--- src/rtl/fetch_queue_wide.sv ---
// fetch_queue_wide: multi-lane in-order {PC, instruction} queue between fetch and decode.
// Up to LANES entries are accepted and up to LANES oldest entries are presented per cycle.
// Reads are show-ahead, so deq_data depends only on registered state.
// A redirect flushes the whole queue.
// An enqueue group that does not fit is dropped whole and latched in overflow_err.
module fetch_queue_wide #(
  parameter int WIDTH    = 64,
  parameter int DEPTH    = 8,
  parameter int LANES    = 2,
  parameter int AFULL_TH = 6
) (
  input  logic                         CLK,
  input  logic                         RESET,
  input  logic                         flush,
  input  logic [$clog2(LANES+1)-1:0]   enq_count,
  input  logic [LANES*WIDTH-1:0]       enq_data,
  output logic                         enq_ready,
  input  logic [$clog2(LANES+1)-1:0]   deq_req,
  output logic [LANES*WIDTH-1:0]       deq_data,
  output logic [LANES-1:0]             deq_valid,
  output logic [$clog2(DEPTH+1)-1:0]   occupancy,
  output logic                         empty,
  output logic                         full,
  output logic                         almost_full,
  output logic                         overflow_err
);

  localparam int PTR_W = $clog2(DEPTH);
  localparam int OCC_W = $clog2(DEPTH+1);
  localparam int CNT_W = $clog2(LANES+1);
  localparam int EXT_W = OCC_W + 1;

  logic [WIDTH-1:0] mem [DEPTH];
  logic [PTR_W-1:0] headPtr;
  logic [PTR_W-1:0] tailPtr;
  logic [OCC_W-1:0] occCount;
  logic             overflowFlag;

  logic [EXT_W-1:0] freeSlots;
  logic [EXT_W-1:0] enqExt;
  logic [EXT_W-1:0] deqExt;
  logic [EXT_W-1:0] grantDeq;
  logic [EXT_W-1:0] acceptEnq;
  logic             enqFits;

  // Grant/accept decisions; free space is taken before this cycle's dequeue
  always_comb begin
    freeSlots = EXT_W'(DEPTH) - EXT_W'(occCount);
    enqExt    = EXT_W'(enq_count);
    deqExt    = EXT_W'(deq_req);
    grantDeq  = (deqExt < EXT_W'(occCount)) ? deqExt : EXT_W'(occCount);
    enqFits   = (enqExt <= freeSlots);
    acceptEnq = enqFits ? enqExt : '0;
  end

  // Pointer, occupancy and sticky overflow state; flush wins over enq/deq
  always_ff @(posedge CLK or posedge RESET) begin
    if (RESET) begin
      headPtr      <= '0;
      tailPtr      <= '0;
      occCount     <= '0;
      overflowFlag <= 1'b0;
    end else begin
      overflowFlag <= overflowFlag | ~enqFits;
      if (flush) begin
        headPtr  <= '0;
        tailPtr  <= '0;
        occCount <= '0;
      end else begin
        headPtr  <= headPtr + PTR_W'(grantDeq);
        tailPtr  <= tailPtr + PTR_W'(acceptEnq);
        occCount <= OCC_W'(EXT_W'(occCount) + acceptEnq - grantDeq);
      end
    end
  end

  // Entry storage write; lanes land at consecutive slots from tail, wrapping naturally
  always_ff @(posedge CLK) begin
    for (int i = 0; i < LANES; i++) begin
      if (!flush && enqFits && (CNT_W'(i) < enq_count)) begin
        mem[tailPtr + PTR_W'(i)] <= enq_data[i*WIDTH +: WIDTH];
      end
    end
  end

  // Show-ahead read of the LANES oldest entries plus per-lane valid
  always_comb begin
    deq_data  = '0;
    deq_valid = '0;
    for (int i = 0; i < LANES; i++) begin
      deq_data[i*WIDTH +: WIDTH] = mem[headPtr + PTR_W'(i)];
      deq_valid[i]               = (EXT_W'(occCount) > EXT_W'(i));
    end
  end

  assign occupancy    = occCount;
  assign empty        = (occCount == '0);
  assign full         = (occCount == OCC_W'(DEPTH));
  assign almost_full  = (EXT_W'(occCount) >= EXT_W'(AFULL_TH));
  assign enq_ready    = (freeSlots >= EXT_W'(LANES));
  assign overflow_err = overflowFlag;

  // Lane counts beyond LANES are illegal requests from fetch/decode
  assert property (@(posedge CLK) disable iff (RESET) enq_count <= CNT_W'(LANES));
  assert property (@(posedge CLK) disable iff (RESET) deq_req <= CNT_W'(LANES));

endmodule

--- config.mk ---
export PLATFORM = sky130hd
export DESIGN_NAME = fetch_queue_wide
export DESIGN_NICKNAME = d
export VERILOG_FILES = /design/src/rtl/fetch_queue_wide.sv
export SDC_FILE = /design/constraint.sdc
export NUM_CORES = 1
export LEC_CHECK = 0
export CORE_MARGIN = 4
export CORE_UTILIZATION = 39
export DETAILED_ROUTE_END_ITERATION = 7
export GPL_ROUTABILITY_DRIVEN = 0
export PLACE_DENSITY = 0.55
export SLEW_MARGIN = 20
export SYNTH_ARGS = -nofsm -noshare
export SYNTH_HDL_FRONTEND = slang
export SYNTH_SLANG_ARGS = --single-unit
--- constraint.sdc ---
create_clock -name CLK -period 11.2 [get_ports CLK]
set_clock_uncertainty 0.1 [all_clocks]
set_input_delay 2.24 -clock CLK [delete_from_list [all_inputs] [get_ports CLK]]
set_output_delay 2.24 -clock CLK [all_outputs]
set_load 0.02 [all_outputs]
==> flow_summary.toml, run 1 <==
[synthesis]
yosys.area_share.simple_pct = 0.830
yosysTopAreaCellShare_pct = 50.3
synth_sequential_area_ratio_pct = 51.2
main_area_contributors_after_synthesis = "edfxtp_1, mux2_2, mux4_2"
post_synth_num_cell_types = 40
main_combinational_cell_family_by_area_after_synthesis = "multiplexers"
syn_inst = 1668
synth-edff-count = 512
syn_area_per_cell_um2 = 18.3
netlist.top_cell.by_area = "edfxtp_1"
asyncSetResetFlopFracSynth_pct = 2.10
yosys.area_share.xor_xnor_pct = 0.258
ys_seq_elements = 523
synth.cell_area_mm2 = 0.0306
synth-main-ff-cell = "edfxtp_1"
synth_compound_gate_area_share_pct = 0.564
adder_cell_area_share_of_the_yosys_netlist_pct = 1.06
synth_nets = 1827
ys_warn_count = 0
synth.mux.area_fraction_pct = 43.6

[timing]
finalCriticalPeriod_ns = 6.91
hold_viol = 0
finalMaxSlewViolations = 0
slew_headroom_pct = 25.8
rsz0062_at_grt = "false"
maximum_clock_frequency_ghz = 0.145
worst_slew_pin_slew_ns = 1.11
final.setup.worst_slack_ns = 4.29
timing.final.crit_share_pct = 61.7
setup-violations-final = 0
finalSetupTns_ns = 0

[drt]
firstDrtPassIters = 5
post_drt_wl_per_cell_um = 30.2
aggregate_routed_wire_length_mm = 90.5
drt.antenna.violating_nets = 0
post_detailed_route_via_to_cell_ratio = 5.81
initialDrtViolationCount = 1507
drc = 0
vias = 17400

[flow_run]
timing.max_cap.violations = 0

[place]
placedInstanceArea_mm2 = 0.0344
place_worst_setup_slack_ns = 4.58
place.detailed.hpwl_mm = 50.5
numPortBuffers = 273

[worst_setup_path]
worst_r2r_startpoint = "occupancy[1]"
critPathKind = "flop to primary output"
worst_setup_path_startpoint = "headPtr[1]"
crit_path_max_fanout = 68
worst_ep_required_time_ns = 8.86
cp.arrival_ns = 4.57
setup.worst_path.end_class = "primary output"
setup.worst_path.start_class = "flop"

[layout]
fin_area_mm2 = 0.0364
final_layout_size_suffix_gt1_share_pct = 52.8
fin_nets = 2067
area_growth_pct = 19.1
final_common_cell = "mux2_2"
most_frequent_cells_in_the_layout = "mux2_2, edfxtp_1, clkdlybuf4s50_1"
utilization_pct = 47.0

[clock_tree]
h-tree-depth = 2
cts_tree = "yes"
ctsRootBufferMaster = "clkbuf_16"
clkTransAtPathRegs_ns = 0.06
cts_num_sinks = 523
postCtsResizedCells = 0
clock_path_buffers = 3
postCtsHoldBufs = 0
post-cts-setup-buffers = 0
insertion_delay_ns = 0.62
tritoncts.num_buffers = 61

[outcome]
status = "finished, final reports clean"

[floorplanning]
io-pin-count = 274
fp.dieArea_mm2 = 0.0830
floorplan.die.width_um = 288
floorplan.initialDensity_pct = 39.4
die_h_um = 288
floorplan.core_area_mm2 = 0.0776
num_rows = 102

[power_and_ir_drop]
p_leak_uw = 0.0118
vdd_ir_drop_max_uv = 228
p_total_uw = 9850
power_density_mw_per_mm2 = 270

[global_routing]
first_global_vias = 18800
grt-ovfl-total = 0
grt_pass1_wl_mm = 131
grt_start_max_net_pins = 133
grt_antenna_before_repair = 7
grt_overall_usage_pct = 21.6

[min_path]
hold_path.startpoint = "overflow_err"
worst_hold_path_type = "flop to flop"
## worst paths after layout
kind | endpoint | slack (ns) | depth (start not counted)
worst max-delay path | deq_data[106] | 4.29 | 5
min in group asynchronous | occupancy[3] | 1.83 | 2
worst min register to register | overflow_err | 0.38 | 1
worst min-delay path | overflow_err | 0.38 | 1
max in group asynchronous | headPtr[0] | 8.81 | 2
worst max register to register | mem[2][41] | 6.50 | 9
## critical path, stage by stage, from the launching register on
cell	delay [ns]
dfrtp_4	0.71
ha_4	1.09
buf_6	0.67
mux4_2	0.40
mux2_2	0.33
clkdlybuf4s50_1	0.55
## synth_stat cells (6+ instances only)
library cell	instances
nor2_1	8
ha_1	21
buf_2	35
mux2_1	18
or3_1	6
clkbuf_1	46
mux2_2	524
dfrtp_1	11
inv_1	18
buf_6	13
edfxtp_1	512
nand2_1	11
mux2_4	98
buf_1	15
mux4_2	256
buf_4	20
## through the flow
step | cells | hold slack (ns)
floorplan | 1668 | 0.495
global placement | 2884 | 0.374
detailed placement | 2884 | 0.362
CTS | 2996 | 0.374
global route | 2997 | 0.411
finish | 2998 | 0.380
## report_power, final
part / internal (µW) / leakage [µW] / switching (µW)
Sequential: 2590 / 0.00479 / 227
Clock: 1240 / 0.00101 / 822
Combinational: 2510 / 0.00597 / 2460
## state kept, by name (all words and copies together) (netlist names)
| name | cells |
|---|---|
| overflow_err | 1 |
| tailPtr | 3 |
| headPtr | 3 |
| mem | 512 |
| occupancy | 4 |
## layer usage
metal / vias to the layer above / wire length [µm] / global-route usage [%]
li1: 7449 / - / -
met1: 9315 / 38200 / 29.2
met2: 536 / 45400 / 37.1
met3: 117 / 5100 / 3.55
met4: 12 / 1690 / 4.42
met5: - / 81 / 0
## layout make-up
type	count	area, µm²
antenna	1	2.50
clock buffer	80	1690
clock inverter	32	365
fill	6626	41200
inverter	19	71.3
multi-input combinational	997	14300
sequential	523	15700
tap	1040	1300
timing repair buffer	306	3030
## cells by family (layout without fill, tap and decap cells)
kind of cell / count (synthesis) / count (layout)
AOI/OAI and AO/OA: 21 / 21
xor gates and xnor gates: 9 / 9
adders and majority gates: 24 / 24
buffers and inverters: 148 / 437
DFF: 523 / 523
muxes: 896 / 896
other: 0 / 1
and+or+nand+nor: 47 / 47
Power figures use the tool's default switching activity.
==> run 2: changes to the inputs <==
- clock period: 11.2 -> 7.1 ns (I/O delays scaled with it)
==> flow_summary.toml, run 2 (synthesized netlist as in run 1, its figures left out) <==
[outcome]
status = "finished, final reports clean"

[clock_tree]
postCtsResizedCells = 0
cts_tree = "yes"
postCtsHoldBufs = 0
ctsRootBufferMaster = "clkbuf_16"
tritoncts.num_buffers = 60
cts_num_sinks = 523
insertion_delay_ns = 0.61
clkTransAtPathRegs_ns = 0.06
post-cts-setup-buffers = 0
clock_path_buffers = 3
h-tree-depth = 2

[timing]
setup-violations-final = 0
timing.final.crit_share_pct = 79.4
slew_headroom_pct = 29.3
worst_slew_pin_slew_ns = 1.06
finalCriticalPeriod_ns = 5.64
rsz0062_at_grt = "false"
hold_viol = 0
fin_hold_ws_ns = 0.406
finalMaxSlewViolations = 0
maximum_clock_frequency_ghz = 0.177
finalSetupTns_ns = 0
final.setup.worst_slack_ns = 1.46

[floorplanning]
fp.dieArea_mm2 = 0.0830
floorplan.core_area_mm2 = 0.0776
die_h_um = 288
floorplan.die.width_um = 288
floorplan.initialDensity_pct = 39.4
io-pin-count = 274
num_rows = 102

[worst_setup_path]
setup.worst_path.start_class = "flop"
critPathKind = "flop to primary output"
cp.arrival_ns = 4.12
crit_path_max_fanout = 41
worst_ep_required_time_ns = 5.58
setup.worst_path.end_class = "primary output"
timing.critical_path.cells = "ha_4 > buf_4 > mux4_2 > mux2_2 > clkdlybuf4s50_1"
critPathMaxStageDelay_ns = 0.90
path_buf_inv = 2
slowest_stage = "dfrtp_4"
critical-path-top-delay-family = "buffers and inverters"

[global_routing]
grt_start_max_net_pins = 111
grt_pass1_wl_mm = 130
first_global_vias = 19000
grt_antenna_before_repair = 7
grt_overall_usage_pct = 21.2
met1_usage_pct = 29.2
grtUsageMet2_pct = 35.7
grt.busiest_layer = "met2"
globalRouteMet3Util_pct = 3.48
grt-ovfl-total = 0

[drt]
post_detailed_route_via_to_cell_ratio = 5.83
vias = 17500
aggregate_routed_wire_length_mm = 89.1
post_drt_wl_per_cell_um = 29.7
drt.antenna.violating_nets = 0
firstDrtPassIters = 5
drc = 0
initialDrtViolationCount = 1436

[place]
numPortBuffers = 273
place_worst_setup_slack_ns = 1.81
place.detailed.hpwl_mm = 50.6

[power_and_ir_drop]
net_switching_uw = 5590
power.sequential.fraction_pct = 29.0
power_density_mw_per_mm2 = 422
power.share.clock_pct = 19.4
sw_frac_of_total_pct = 36.5
p_leak_uw = 0.0117
vdd_ir_drop_max_uv = 322
comb_power_share_pct = 51.6
p_total_uw = 15300
p_int_uw = 9730

[layout]
final_common_cell = "mux2_2"
largest_register_ffs = 512
largest_register_by_flop_count = "mem"
multi_input_area_mm2 = 0.0143
fillers = 6763
fin_nets = 2065
area.sequential_mm2 = 0.0157
area_growth_pct = 18.7
most_frequent_cells_in_the_layout = "mux2_2, edfxtp_1, clkdlybuf4s50_1"
final_layout_size_suffix_gt1_share_pct = 52.3

[flow_run]
timing.max_cap.violations = 0

[min_path]
worst_hold_path_type = "flop to flop"
-- run 2: layout make-up --
class                           count  share of cell area (%)
Clock buffer                       71                    4.25
Multi-Input combinational cell    997                    39.4
Timing Repair Buffer              305                    8.53
Antenna cell                        3                  0.0207
Inverter                           19                   0.196
Tap cell                         1040                    3.58
Sequential cell                   523                    43.1
Clock inverter                     40                   0.848
-- run 2: worst paths after layout --
kind	start	endpoint	slack [ns]	cells after the start
min in group asynchronous	RESET	overflow_err	1.05	2
hold / removal	overflow_err	overflow_err	0.41	1
setup reg to reg	occupancy[1]	mem[0][25]	2.75	9
hold reg to reg	overflow_err	overflow_err	0.41	1
setup / recovery	headPtr[0]	deq_data[74]	1.46	5
max in group asynchronous	RESET	headPtr[0]	5.46	2
-- run 2: layer usage --
layer  routed length, µm  part of all wire (%)  up-vias
met1               38600                    43     9493
met2               44600                    50      434
met5                  35                 0.039        -
met3                4330                   4.9      105
met4                1580                   1.8        6
li1                    -                     -     7448
-- run 2: power by group through the flow --
stage	combinational [µW]	sequential, µW	clock, µW
finish	7910	4450	2970
CTS	8070	4460	3040
floorplan	5060	4350	0
detailed placement	8030	4520	0
global route	8370	4520	3170
global placement	8000	4490	0
-- run 2: per-stage QoR --
stage	cells	utilization, %	area (µm²)
4_1_cts	2995	46.8	36300
3_5_place_dp	2884	44.4	34500
3_3_place_gp	2884	44.4	34500
6_report	2998	46.8	36300
2_1_floorplan	1668	-	30600
5_1_grt	2997	46.8	36300
